**src/rtl/mac_share_sequencer_if.sv**
```systemverilog
// Bus between the neuron request lines / downstream sink and the shared MAC sequencer.
//   req        : level request per neuron, held until its done pulse
//   out_ready  : downstream can accept the finished result
//   gnt        : one-hot grant, held for the whole operation
//   gnt_id     : binary index of the current grant
//   addr       : word select for the shared select block
//   mac_en     : accumulate the product at addr this cycle
//   mac_clr    : accumulator loads instead of adds (first word)
//   mac_last   : final word of the dot product
//   done       : one-cycle pulse to the finished requester
//   busy       : sequencer is not idle
// master = requesters/downstream side, slave = sequencer side.
interface mac_share_sequencer_if #(
    parameter int unsigned NUM_REQ  = 4,
    parameter int unsigned WEIGHT_N = 5
);
    localparam int unsigned ADDR_W = (WEIGHT_N > 1) ? $clog2(WEIGHT_N) : 1;
    localparam int unsigned ID_W   = $clog2(NUM_REQ);

    logic [NUM_REQ-1:0] req;
    logic               out_ready;
    logic [NUM_REQ-1:0] gnt;
    logic [ID_W-1:0]    gnt_id;
    logic [ADDR_W-1:0]  addr;
    logic               mac_en;
    logic               mac_clr;
    logic               mac_last;
    logic [NUM_REQ-1:0] done;
    logic               busy;

    modport master (
        output req,
        output out_ready,
        input  gnt,
        input  gnt_id,
        input  addr,
        input  mac_en,
        input  mac_clr,
        input  mac_last,
        input  done,
        input  busy
    );

    modport slave (
        input  req,
        input  out_ready,
        output gnt,
        output gnt_id,
        output addr,
        output mac_en,
        output mac_clr,
        output mac_last,
        output done,
        output busy
    );
endinterface

```
**src/rtl/mac_share_sequencer.sv**
```systemverilog
// Shares one serial MAC datapath (WEIGHT_N-word dot product) between NUM_REQ neurons.
// Grants one requester at a time, steps the word address, drives MAC enable/clear/last,
// waits for downstream ready and then pulses done to the finished requester.
// Ports:
//   clk    : clock, rising edge
//   rst_n  : asynchronous active-low reset
//   bus    : mac_share_sequencer_if.slave (req/out_ready in; gnt, gnt_id, addr,
//            mac_en, mac_clr, mac_last, done, busy out -- all registered)
// Build option:
//   FIXED_PRIORITY_EN defined   -> lowest eligible index wins, no rotating pointer
//   FIXED_PRIORITY_EN undefined -> round-robin starting after the last finished grant
module mac_share_sequencer #(
    parameter int unsigned NUM_REQ  = 4,
    parameter int unsigned WEIGHT_N = 5
) (
    input  logic                 clk,
    input  logic                 rst_n,
    mac_share_sequencer_if.slave bus
);
    localparam int unsigned ADDR_W = (WEIGHT_N > 1) ? $clog2(WEIGHT_N) : 1;
    localparam int unsigned ID_W   = $clog2(NUM_REQ);
    localparam logic [ADDR_W-1:0] LAST_ADDR = ADDR_W'(WEIGHT_N - 1);

    typedef enum logic [1:0] {
        ST_IDLE = 2'd0,
        ST_RUN  = 2'd1,
        ST_WAIT = 2'd2
    } state_t;

    state_t             state_q, state_d;
    logic [NUM_REQ-1:0] gnt_q, gnt_d;
    logic [ID_W-1:0]    gnt_id_q, gnt_id_d;
    logic [ADDR_W-1:0]  addr_q, addr_d;
    logic               mac_en_q, mac_en_d;
    logic               mac_clr_q, mac_clr_d;
    logic               mac_last_q, mac_last_d;
    logic [NUM_REQ-1:0] done_q, done_d;
    logic               busy_q, busy_d;

    logic [NUM_REQ-1:0] eligible;
    logic               win_valid;
    logic [ID_W-1:0]    win_id;
    logic [ADDR_W-1:0]  addr_nxt;

`ifndef FIXED_PRIORITY_EN
    logic [ID_W-1:0]    rr_ptr_q, rr_ptr_d;
    logic [ID_W-1:0]    cand;
`endif

    // Winner selection; the requester whose done is showing is masked so its stale level
    // cannot win again in the same IDLE cycle.
    always_comb begin
        eligible  = bus.req & ~done_q;
        win_valid = 1'b0;
        win_id    = '0;
`ifdef FIXED_PRIORITY_EN
        for (int unsigned k = 0; k < NUM_REQ; k++) begin
            if (!win_valid && eligible[ID_W'(k)]) begin
                win_valid = 1'b1;
                win_id    = ID_W'(k);
            end
        end
`else
        cand = '0;
        for (int unsigned k = 1; k <= NUM_REQ; k++) begin
            cand = ID_W'((32'(rr_ptr_q) + k) % NUM_REQ);
            if (!win_valid && eligible[cand]) begin
                win_valid = 1'b1;
                win_id    = cand;
            end
        end
`endif
    end

    assign addr_nxt = addr_q + ADDR_W'(1);

    // Next-state and next-output logic.
    always_comb begin
        state_d    = state_q;
        gnt_d      = gnt_q;
        gnt_id_d   = gnt_id_q;
        addr_d     = addr_q;
        mac_en_d   = 1'b0;
        mac_clr_d  = 1'b0;
        mac_last_d = 1'b0;
        done_d     = '0;
`ifndef FIXED_PRIORITY_EN
        rr_ptr_d   = rr_ptr_q;
`endif

        case (state_q)
            ST_IDLE: begin
                if (win_valid) begin
                    state_d    = ST_RUN;
                    gnt_d      = NUM_REQ'(1) << win_id;
                    gnt_id_d   = win_id;
                    addr_d     = '0;
                    mac_en_d   = 1'b1;
                    mac_clr_d  = 1'b1;
                    mac_last_d = (LAST_ADDR == '0);
                end
            end
            ST_RUN: begin
                // Last word is on the bus this cycle: stop and hold addr.
                if (addr_q == LAST_ADDR) begin
                    state_d = ST_WAIT;
                end else begin
                    addr_d     = addr_nxt;
                    mac_en_d   = 1'b1;
                    mac_last_d = (addr_nxt == LAST_ADDR);
                end
            end
            ST_WAIT: begin
                if (bus.out_ready) begin
                    state_d  = ST_IDLE;
                    done_d   = NUM_REQ'(1) << gnt_id_q;
                    gnt_d    = '0;
                    gnt_id_d = '0;
                    addr_d   = '0;
`ifndef FIXED_PRIORITY_EN
                    rr_ptr_d = gnt_id_q;
`endif
                end
            end
            default: begin
                state_d = ST_IDLE;
                gnt_d   = '0;
            end
        endcase

        busy_d = (state_d != ST_IDLE);
    end

    // State and output registers.
    always_ff @(posedge clk or negedge rst_n) begin
        if (!rst_n) begin
            state_q    <= ST_IDLE;
            gnt_q      <= '0;
            gnt_id_q   <= '0;
            addr_q     <= '0;
            mac_en_q   <= 1'b0;
            mac_clr_q  <= 1'b0;
            mac_last_q <= 1'b0;
            done_q     <= '0;
            busy_q     <= 1'b0;
`ifndef FIXED_PRIORITY_EN
            rr_ptr_q   <= ID_W'(NUM_REQ - 1);
`endif
        end else begin
            state_q    <= state_d;
            gnt_q      <= gnt_d;
            gnt_id_q   <= gnt_id_d;
            addr_q     <= addr_d;
            mac_en_q   <= mac_en_d;
            mac_clr_q  <= mac_clr_d;
            mac_last_q <= mac_last_d;
            done_q     <= done_d;
            busy_q     <= busy_d;
`ifndef FIXED_PRIORITY_EN
            rr_ptr_q   <= rr_ptr_d;
`endif
        end
    end

    assign bus.gnt      = gnt_q;
    assign bus.gnt_id   = gnt_id_q;
    assign bus.addr     = addr_q;
    assign bus.mac_en   = mac_en_q;
    assign bus.mac_clr  = mac_clr_q;
    assign bus.mac_last = mac_last_q;
    assign bus.done     = done_q;
    assign bus.busy     = busy_q;
endmodule

```
**src/flat_wrapper.sv**
```systemverilog
// flat-port wrapper written by rule: the top's interface ports become plain ports
module mac_share_sequencer_flat 
#(
    parameter int unsigned NUM_REQ  = 4,
    parameter int unsigned WEIGHT_N = 5
)
  (clk, rst_n, bus_req, bus_out_ready, bus_gnt, bus_gnt_id, bus_addr, bus_mac_en, bus_mac_clr, bus_mac_last, bus_done, bus_busy);
  mac_share_sequencer_if #(.NUM_REQ(NUM_REQ), .WEIGHT_N(WEIGHT_N)) bus_i ();
  input  logic clk;
  input  logic rst_n;
  input wire logic [$bits(bus_i.req)-1:0] bus_req;
  input wire logic [$bits(bus_i.out_ready)-1:0] bus_out_ready;
  output wire logic [$bits(bus_i.gnt)-1:0] bus_gnt;
  output wire logic [$bits(bus_i.gnt_id)-1:0] bus_gnt_id;
  output wire logic [$bits(bus_i.addr)-1:0] bus_addr;
  output wire logic [$bits(bus_i.mac_en)-1:0] bus_mac_en;
  output wire logic [$bits(bus_i.mac_clr)-1:0] bus_mac_clr;
  output wire logic [$bits(bus_i.mac_last)-1:0] bus_mac_last;
  output wire logic [$bits(bus_i.done)-1:0] bus_done;
  output wire logic [$bits(bus_i.busy)-1:0] bus_busy;
  assign bus_i.req = bus_req;
  assign bus_i.out_ready = bus_out_ready;
  assign bus_gnt = bus_i.gnt;
  assign bus_gnt_id = bus_i.gnt_id;
  assign bus_addr = bus_i.addr;
  assign bus_mac_en = bus_i.mac_en;
  assign bus_mac_clr = bus_i.mac_clr;
  assign bus_mac_last = bus_i.mac_last;
  assign bus_done = bus_i.done;
  assign bus_busy = bus_i.busy;
  mac_share_sequencer #(.NUM_REQ(NUM_REQ), .WEIGHT_N(WEIGHT_N)) u_core (.clk(clk), .rst_n(rst_n), .bus(bus_i));
endmodule
```
**config.mk**
```make
export PLATFORM = sky130hd
export DESIGN_NAME = mac_share_sequencer_flat
export DESIGN_NICKNAME = d
export VERILOG_FILES = /design/src/rtl/mac_share_sequencer_if.sv /design/src/rtl/mac_share_sequencer.sv /design/src/flat_wrapper.sv
export SDC_FILE = /design/constraint.sdc
export NUM_CORES = 1
export LEC_CHECK = 0
export CORE_ASPECT_RATIO = 1.25
export CORE_MARGIN = 5
export CORE_UTILIZATION = 46
export CTS_BUF_LIST = sky130_fd_sc_hd__clkbuf_2 sky130_fd_sc_hd__clkbuf_4 sky130_fd_sc_hd__clkbuf_8
export DETAILED_ROUTE_END_ITERATION = 12
export GPL_ROUTABILITY_DRIVEN = 0
export PLACE_DENSITY = 0.74
export SLEW_MARGIN = 30
export SYNTH_ARGS = -nofsm -noshare
export SYNTH_HDL_FRONTEND = slang
export SYNTH_SLANG_ARGS = --single-unit
```
**constraint.sdc**
```tcl
create_clock -name clk -period 1.4 [get_ports clk]
set_input_delay 0.21 -clock clk [delete_from_list [all_inputs] [get_ports clk]]
set_output_delay 0.21 -clock clk [all_outputs]
set_load 0.05 [all_outputs]
```
==> results by group, run 1 <==
Run status
  • Outcome: finished with violations
  • Failing checks: negative setup slack

Logic synthesis
  • EDFF count, synth: 0
  • Syn Inst Count: 100
  • Top cells by area, synth: dfrtp_1 44%, dfstp_2 4.8%, nand2_1 4.2%
  • Yosys warning total: 0
  • Top FF cell, synth: dfrtp_1
  • Net count after synthesis: 110
  • Register area share after synthesis: ~50%
  • Post-synthesis register bit count: 21
  • Mapped Area: ~0.0011 sq mm
  • Count of cell types in the netlist: between 40 and 50
  • Async set-or-reset flop fraction in the synthesized netlist: 100%
  • Share of the synthesized area in the top cell type: between 40% and 50%
  • Post-synthesis average cell area: 10.8 sq um
  • Area leader, netlist: dfrtp_1

Worst setup path
  • R2r setup slk: -0.19 ns
  • Worst EP arrival: between 1.5 and 2 ns
  • CP top delay family: simple AND/OR/NAND/NOR gates
  • CP startpoint kind: flip-flop
  • Slowest stage cell on the critical path: or4_4
  • Critical Path RT: approximately 1.6 ns
  • Critical Path End Type: flip-flop
  • Kind of critical path: flip-flop to flip-flop
  • CP Buf/Inv Count: 0
  • CP Max Fanout: 5
  • CP Cell Sequence: and2b_2, or4_4, o31a_1, o21ai_2
  • Worst path max stage delay: 0.47 ns

Power and ir drop
  • Peak VDD IR: 1690 uV
  • Cell Pwr Density: approximately 2000 mW/mm^2
  • Leak Pwr: around 0.85 nW
  • Power after layout: between 3 and 4 mW

Finish
  • Final #Nets: about 160
  • N_diodes: 0
  • Final cell count without fillers: roughly 180
  • Share of post-route cells with drive strength above 1: a little over half
  • Final-layout fill cell count: 122
  • Area Overhead vs Synth: 73.2%

Clock network
  • Total CTS buffers: 3
  • CTS max path bufs: 2
  • Clk sinks: 21
  • Clk Latency, worst-skew pair: 0.31 ns
  • Clock transition at path regs: 0.11 ns
  • H-tree Lvls: 1
  • CTS tree: yes
  • Root Driver: clkbuf_4

Timing
  • F_max: ~630 MHz
  • Hold_ws: roughly 0.24 ns
  • Tightest Pin Transition: between 0.4 and 0.5 ns
  • Post-route setup TNS: -1.52 ns
  • Final hold violation count: 0
  • Final worst slack: -0.194 ns
  • RSZ-0062 raised after global routing: true
  • Worst Skew: ~0.0016 ns
  • Final period util: 114%
  • Final setup vio count: 12
  • Relative slew slack: ~72%
  • Minimum clock period after layout: around 1.6 ns
  • Final-report max-slew violation count: 0

Floorplan
  • Initial Util: about half
  • Die H: approximately 64 um
  • Die X: 53.4 um
  • Die ar.: ~0.0034 sq mm
  • I/O pin cnt: 24
  • Core ar.: 0.00223 sq mm
  • FP Rows: 19

Global routing
  • Initial antenna violation count: 0
  • Largest net degree at the start of global routing: 22
  • GRT overflow: 0
  • Vias in the first global route: between 1000 and 1500
  • GRT Total Usage: 20.1%
  • First-pass GRT wire length: approximately 5000 um

Routing
  • Via Count: between 1000 and 1500
  • Final wirelength: 3540 um
  • Average routed wire per standard cell: ~19 um
  • DRT iter0 DRCs: 40
  • First-pass DRT Iterations: 5
  • Antenna Nets Post-Route: 0
  • DRC Markers: 0
  • Vias per inst: ~5.7

Place
  • Post-DP HPWL: about 2300 um
  • I/O Buffers: 23
  • Place WS: -0.470 ns
  • Placed Cells: between 150 and 200

Run
  • Maxcap violations: 0

Worst hold path
  • Worst hold path class: input pin to async pin
synth_stat cells, drive strengths merged (2+ instances only):
| library cell | number |
|---|---|
| o21a | 2 |
| clkbuf | 3 |
| nor2 | 2 |
| nand2 | 12 |
| dfrtp | 19 |
| nor2b | 3 |
| inv | 6 |
| o21ai | 7 |
| o211ai | 2 |
| a32oi | 2 |
| and3 | 2 |
| dfstp | 2 |
| nand3 | 2 |
| a22o | 2 |
| mux2i | 2 |
| ha | 3 |
| nor3 | 2 |
| a21oi | 3 |
| nand2b | 4 |
power by group:
group	switching [mW]	total, mW	leakage, nW	internal [mW]
logic	1.21	2.40	0.578	1.18
clock network	0.189	0.319	0.0184	0.131
registers	0.299	1.13	0.252	0.833
stage by stage:
stage,area (sq um),util [%]
6_report,1880,84.1
5_1_grt,1880,84.1
4_1_cts,1800,80.6
3_5_place_dp,1710,76.3
3_3_place_gp,1710,76.3
2_1_floorplan,1110,-
sequential cells by signal, indices dropped and copies added, names as in the netlist:
register             count
u_core.bus.gnt           4
u_core.rr_ptr_q          2
u_core.bus.mac_en        1
u_core.state_q           2
u_core.bus.mac_last      1
u_core.bus.mac_clr       1
u_core.bus.done          4
u_core.bus.addr          3
u_core.bus.gnt_id        2
u_core.bus.busy          1
area by class of cell:
class                      instances  area, sq um  area share (%)
tap                               31         38.8            2.06
multi-input combinational         69          606            32.2
inverter                           6         22.5            1.20
clock buffer                       4         30.0            1.60
sequential                        21          536            28.5
timing repair buffer              53          647            34.4
path summary, 6_finish.rpt:
check	depth (start not counted)	start	endpoint
max in group asynchronous	2	rst_n	u_core.rr_ptr_q[1]
min reg2reg	1	u_core.bus.gnt[3]	u_core.bus.gnt[3]
min	2	rst_n	u_core.bus.done[1]
max	4	u_core.bus.done[0]	u_core.bus.addr[0]
min in group clk	1	u_core.bus.gnt[3]	u_core.bus.gnt[3]
max reg2reg	4	u_core.bus.done[0]	u_core.bus.addr[0]
kinds of logic (layout without fill, tap and decap cells):
logic type               count (synthesis)  after routing  share of synthesized area [%]
multiplexers                             2              2                           1.85
buffers and inverters                   10             63                           4.15
flip-flops                              21             21                           48.7
AND/OR/NAND/NOR                         34             34                           20.2
AO/OA/AOI/OAI                           30             30                           21.7
adder cells (fa/ha/maj)                  3              3                           3.46
cells in the final DEF, fill, tap and decap left out, types with 3 or more instances in the layout:
cell             count
buf_4               25
buf_12              17
inv_1                5
clkdlybuf4s50_1      5
dfrtp_1             13
nor2b_4              3
buf_6                5
clkbuf_4             4
nand2_1             12
dfrtp_2              6
ha_1                 3
o21ai_1              4
timing repair:
action	in CTS	in global routing
endpoints found under the setup margin	12	12
pin swaps	3	4
hold buffers	0	0
gates resized for setup	7	13
buffers inserted	3	3
layer usage:
metal	track usage (%)	share of wire, %	vias to the layer above
met5	0	0	-
met4	15.3	2.7	0
met2	34.7	57	50
li1	-	-	474
met1	21.0	34	509
met3	3.02	5.5	15
Power figures use the tool's default switching activity.
==> run 2: changes to the inputs <==
- RECOVER_POWER: not set -> 50
- SLEW_MARGIN: 30 -> not set
==> run 2 against run 1 <==
Effect of this change: clock skew is 0.0012 ns higher; highest routed layer unchanged; register-to-register slack hardly changed; non-clock buffer count stayed put; first-iteration DRC count is 5.0% higher; the run still ends with negative setup slack left; setup slack worse by 0.00062 ns; critical path depth stayed put; hold slack better by 0.16 ns; die area stayed put.
==> results by group, run 2 (synthesis results as in run 1) <==
Run status
  • Outcome: finished with violations
  • Failing checks: negative setup slack

Power and ir drop
  • Power after layout: 3.77 mW (-1.9%)
  • Leak Pwr: 0.838 nW (-1.2%)
  • Cell Pwr Density: 2040 mW/mm^2 (-0.17%)
  • Peak VDD IR: 1630 uV (-3.4%)

Timing
  • Final worst slack: -0.194 ns (-0.000624 ns)
  • Minimum clock period after layout: 1.59 ns (+0.000624 ns)
  • Final period util: 114% (about the same)
  • Final-report max-slew violation count: 0 (unchanged)
  • Tightest Pin Transition: 0.534 ns (+0.123 ns)
  • RSZ-0062 raised after global routing: true
  • Final setup vio count: 12 (unchanged)
  • Worst Skew: 0.00289 ns (+0.00125 ns)
  • F_max: 627 MHz (about the same)
  • Final hold violation count: 0 (unchanged)
  • Relative slew slack: 64.4% (-8.0 points)

Place
  • Post-DP HPWL: 2340 um (unchanged)
  • Placed Cells: 174 (unchanged)
  • I/O Buffers: 23 (unchanged)

Finish
  • Final #Nets: 164 (unchanged)
  • Core Util, Final: 82.6% (-1.5 points)
  • Most common cell after layout, fill and taps aside: buf_4
  • Area Overhead vs Synth: 70.2%
  • Commonest cells after routing, fill and taps aside: 24 x buf_4, 15 x buf_12, 13 x dfrtp_1
  • N_diodes: 0 (unchanged)
  • Final cell count without fillers: 184 (unchanged)
  • Share of post-route cells with drive strength above 1: 52.3% (unchanged)

Routing
  • Vias per inst: 5.66 (-0.57%)
  • Average routed wire per standard cell: 19.2 um (-0.34%)
  • Antenna Nets Post-Route: 0 (unchanged)
  • DRT iter0 DRCs: 42 (+5.0%)
  • Via Count: 1042 (-0.57%)
  • First-pass DRT Iterations: 4 (-1)
  • Final wirelength: 3530 um (-0.34%)
  • DRC Markers: 0 (unchanged)

Floorplan
  • Die ar.: 0.00344 sq mm (unchanged)
  • Initial Util: 48.5% (unchanged)
  • Die H: 64.3 um (unchanged)
  • I/O pin cnt: 24 (unchanged)
  • Core ar.: 0.00223 sq mm (unchanged)
  • Die X: 53.4 um (unchanged)
  • FP Rows: 19 (unchanged)

Global routing
  • GRT Total Usage: 20.1% (unchanged)
  • Vias in the first global route: 1085 (unchanged)
  • GR Layer Usage met2: 34.7% (unchanged)
  • GRT overflow: 0 (unchanged)
  • Routing usage on met3: 3.02% (unchanged)
  • Largest net degree at the start of global routing: 22 (unchanged)
  • First-pass GRT wire length: 5040 um (unchanged)
  • Met1 Usage GRT: 21.0% (unchanged)
  • Initial antenna violation count: 0 (unchanged)
  • Top Usage Layer GRT: met2

Worst setup path
  • CP Cell Sequence: and2b_2, or4_4, o31a_1, o21ai_2
  • Worst EP arrival: 1.83 ns (about the same)
  • Worst path max stage delay: 0.47 ns (about the same)
  • Crit path depth: 4 (unchanged)
  • CP top delay family: simple AND/OR/NAND/NOR gates
  • CP startpoint kind: flip-flop
  • CP startpoint: u_core.bus.done[0]
  • Critical Path RT: 1.64 ns (about the same)
  • Critical Path End Type: flip-flop
  • CP Max Fanout: 5 (unchanged)
  • Critical R2R Launch: u_core.bus.done[0]
  • CP Buf/Inv Count: 0 (unchanged)
  • Kind of critical path: flip-flop to flip-flop
  • Reg2reg path depth: 4 (unchanged)
  • Slowest stage cell on the critical path: or4_4

Clock network
  • CTS tree: yes
  • Root Driver: clkbuf_4
  • H-tree Lvls: 1 (unchanged)
  • Clk Latency, worst-skew pair: 0.31 ns (about the same)
  • Total CTS buffers: 3 (unchanged)
  • Clk sinks: 21 (unchanged)
  • CTS max path bufs: 2 (unchanged)
  • Clock transition at path regs: 0.11 ns (about the same)

Run
  • Maxcap violations: 0 (unchanged)

Worst hold path
  • Worst hold path class: input pin to async pin
==> run 2: where the power goes <==
group | total, mW | internal (mW) | switching, mW
clock network | 0.316 | 0.131 | 0.185
registers | 1.12 | 0.832 | 0.289
logic | 2.34 | 1.12 | 1.21
total | 3.77 | 2.09 | 1.69
==> run 2: layout make-up <==
class	count	area, sq um
repair buffers	53	614
multi-input cells	69	606
well taps	31	38.8
inverters	6	22.5
clock buffers	4	30.0
fillers	127	388
flip-flops and latches	21	536
==> run 2: stage by stage <==
| step | cell area [sq um] | setup TNS, ns | hold slack (ns) | setup slack (ns) |
|---|---|---|---|---|
| after floorplan | 1110 | -1.52 | -0.0856 | -0.241 |
| after global placement | 1710 | -4.08 | 0.546 | -0.377 |
| after detailed placement | 1710 | -4.79 | 0.546 | -0.470 |
| after CTS | 1800 | -1.20 | 0.248 | -0.155 |
| after global routing | 1850 | -1.91 | 0.434 | -0.205 |
| final | 1850 | -1.51 | 0.400 | -0.194 |
==> run 2: worst paths after layout <==
check / end / slack [ns]
max in group asynchronous: u_core.bus.addr[0] / 0.62
hold / removal: u_core.bus.done[1] / 0.40
setup reg to reg: u_core.bus.addr[0] / -0.19
min in group clk: u_core.bus.gnt[3] / 0.57
setup / recovery: u_core.bus.addr[0] / -0.19
hold reg to reg: u_core.bus.gnt[3] / 0.57
==> run 2: worst reg2reg max path: stages, from the launching register on <==
cell     delay, ns
dfrtp_2       0.40
and2b_2       0.27
or4_4         0.47
o31a_1        0.28
o21ai_2       0.12
==> run 2: timing repair <==
action | in CTS | in global routing
endpoints found under the setup margin | 12 | 12
gates resized for setup | 7 | 13
hold buffers | 0 | 0
pin swaps | 3 | 4
buffers inserted | 3 | 3
==> run 2: layer usage <==
metal / up-vias / wire length [um]
li1: 474 / -
met1: 508 / 1210
met2: 47 / 2030
met3: 13 / 186
met4: 0 / 95
met5: - / 0
==> run 3: changes to the inputs <==
- GPL_TIMING_DRIVEN: not set -> 0
- RECOVER_POWER: 50 -> not set
==> run 3 against run 2 <==
Effect of this change: the run still ends with negative setup slack left; global-route usage decreased by 4.4 points; final area shrank 21%; count of clock-buffer cells in the layout unchanged; first-iteration DRC count shrank 52%; register-to-register slack better by 0.07 ns; clock skew is 0.0021 ns lower; via count is 15% lower; maximum frequency up 4.4%; power down 20%.
==> results by group, run 3 (synthesis results as in run 1) <==
Finish
  • Area Overhead vs Synth: 34.9%
  • N_diodes: 0 (unchanged)
  • Final #Nets: 142 (-13%)
  • Most common cell after layout, fill and taps aside: dfrtp_1
  • Final cell count without fillers: 162 (-12%)
  • Share of post-route cells with drive strength above 1: 42.0% (-10 points)
  • Commonest cells after routing, fill and taps aside: 12 x dfrtp_1, 11 x nand2_1, 8 x clkbuf_2

Worst hold path
  • Worst hold path class: input pin to async pin

Timing
  • Final period util: 109% (-4.8 points)
  • Final hold violation count: 0 (unchanged)
  • Minimum clock period after layout: 1.53 ns (-0.0666 ns)
  • Worst Skew: 0.000799 ns (-0.00209 ns)
  • F_max: 655 MHz (+4.4%)
  • Hold_ws: 0.417 ns (+0.0165 ns)
  • Final setup vio count: 6 (-6)
  • Final-report max-slew violation count: 0 (unchanged)
  • Tightest Pin Transition: 0.922 ns (+0.389 ns)
  • Post-route setup TNS: -0.479 ns (+1.03 ns)
  • Relative slew slack: 38.3% (-26 points)
  • RSZ-0062 raised after global routing: true
  • Final worst slack: -0.128 ns (+0.0666 ns)

Worst setup path
  • R2r setup slk: -0.13 ns (+0.07 ns)
  • Crit Reg-Reg Endpoint: u_core.bus.addr[0]
  • CP startpoint kind: flip-flop
  • Reg2reg path depth: 4 (unchanged)
  • Critical Path End Type: flip-flop
  • Critical Path RT: 1.63 ns (about the same)
  • Critical R2R Launch: u_core.bus.done[0]
  • Worst EP arrival: 1.76 ns (-0.07 ns)
  • Kind of critical path: flip-flop to flip-flop
  • CP Max Fanout: 4 (-1)

Floorplan
  • Initial Util: 48.5% (unchanged)
  • Core ar.: 0.00223 sq mm (unchanged)
  • Die ar.: 0.00344 sq mm (unchanged)
  • FP Rows: 19 (unchanged)
  • I/O pin cnt: 24 (unchanged)
  • Die X: 53.4 um (unchanged)
  • Die H: 64.3 um (unchanged)

Power and ir drop
  • Leak Pwr: 0.645 nW (-23%)
  • Power after layout: 3.02 mW (-20%)
  • Peak VDD IR: 1520 uV (-6.7%)
  • Cell Pwr Density: 2060 mW/mm^2 (+0.90%)

Run
  • Maxcap violations: 0 (unchanged)

Global routing
  • GRT Total Usage: 15.7% (-4.4 points)
  • Vias in the first global route: 908 (-16%)
  • GRT overflow: 0 (unchanged)
  • Top Usage Layer GRT: met2
  • Routing usage on met3: 3.02% (unchanged)
  • Met1 Usage GRT: 18.5% (-2.5 points)
  • GR Layer Usage met2: 26.5% (-8.1 points)
  • First-pass GRT wire length: 4040 um (-20%)
  • Largest net degree at the start of global routing: 22 (unchanged)
  • Initial antenna violation count: 0 (unchanged)

Clock network
  • Clk sinks: 21 (unchanged)
  • CTS max path bufs: 2 (unchanged)
  • Post-CTS Hold Buffers: 0 (unchanged)
  • Clock transition at path regs: 0.11 ns (about the same)
  • H-tree Lvls: 1 (unchanged)
  • CTS tree: yes
  • Clk Latency, worst-skew pair: 0.30 ns (about the same)
  • Total CTS buffers: 3 (unchanged)
  • Root Driver: clkbuf_4

Routing
  • Vias per inst: 5.49 (-3.0%)
  • Antenna Nets Post-Route: 0 (unchanged)
  • Average routed wire per standard cell: 14.4 um (-25%)
  • Final wirelength: 2330 um (-34%)
  • DRT iter0 DRCs: 20 (-52%)
  • First-pass DRT Iterations: 2 (-2)
  • DRC Markers: 0 (unchanged)
  • Via Count: 890 (-15%)

Run status
  • Failing checks: negative setup slack
  • Outcome: finished with violations

Place
  • I/O Buffers: 23 (unchanged)
  • Post-DP HPWL: 1730 um (-26%)
  • Placed Cells: 154 (-11%)
run 3: changes by cell type in the layout (fill, tap and decap cells not counted), moves of 2 or more:
cell,delta
a21oi_1,+2
a21oi_2,-2
buf_12,-15
buf_2,+3
buf_4,-19
buf_6,-4
clkbuf_2,+5
clkdlybuf4s15_2,+7
clkdlybuf4s50_1,+2
nand2b_1,+2
run 3: repair_timing:
action | CTS | global route
endpoints found under the setup margin | 26 | 20
pin swaps | 3 | 4
buffers inserted | 1 | 5
gates resized for setup | 48 | 20
run 3: stage by stage:
step                utilization [%]  setup slack (ns)  instance area (sq um)
floorplan                         -            -0.241                   1110
global placement               61.6            -0.434                   1380
detailed placement             61.6            -0.447                   1380
CTS                            65.1            -0.137                   1450
global route                   65.5            -0.178                   1460
finish                         65.5            -0.128                   1460
run 3: worst max-delay path by stage:
stage | from | end | slack [ns] | cells past startpoint
after floorplan | u_core.bus.done[0] | u_core.bus.gnt[0] | -0.24 | 4
after global placement | bus_req[2] | u_core.bus.gnt[1] | -0.43 | 5
after CTS | u_core.bus.done[0] | u_core.bus.addr[0] | -0.14 | 4
final | u_core.bus.done[0] | u_core.bus.addr[0] | -0.13 | 4
after global routing | u_core.bus.done[0] | u_core.bus.addr[0] | -0.18 | 4
after detailed placement | bus_req[1] | u_core.bus.gnt[1] | -0.45 | 6
run 3: final cells by class:
cell class                      count  area [sq um]
Buffer                              3          21.3
Clock buffer                        4          30.0
Fill cell                         205           771
Inverter                            6          22.5
Multi-Input combinational cell     69           584
Sequential cell                    21           537
Tap cell                           31          38.8
Timing Repair Buffer               28           230
run 3: report_power, final:
group	leakage (nW)	switching, mW	internal (mW)
sequential	0.251	0.201	0.835
clock	0.0184	0.172	0.130
combinational	0.375	1.09	0.595
total	0.645	1.46	1.56
run 3: per-layer routing:
| metal | up-vias | wire length [um] |
|---|---|---|
| met4 | 0 | 27 |
| met5 | - | 0 |
| met2 | 18 | 1220 |
| met1 | 438 | 956 |
| li1 | 430 | - |
| met3 | 4 | 125 |
run 3: worst max-delay path: stages (launching register included):
cell and delay (ns):
dfrtp_2 0.37, and2b_2 0.26, or4_4 0.45, o31a_1 0.27, o21ai_2 0.11
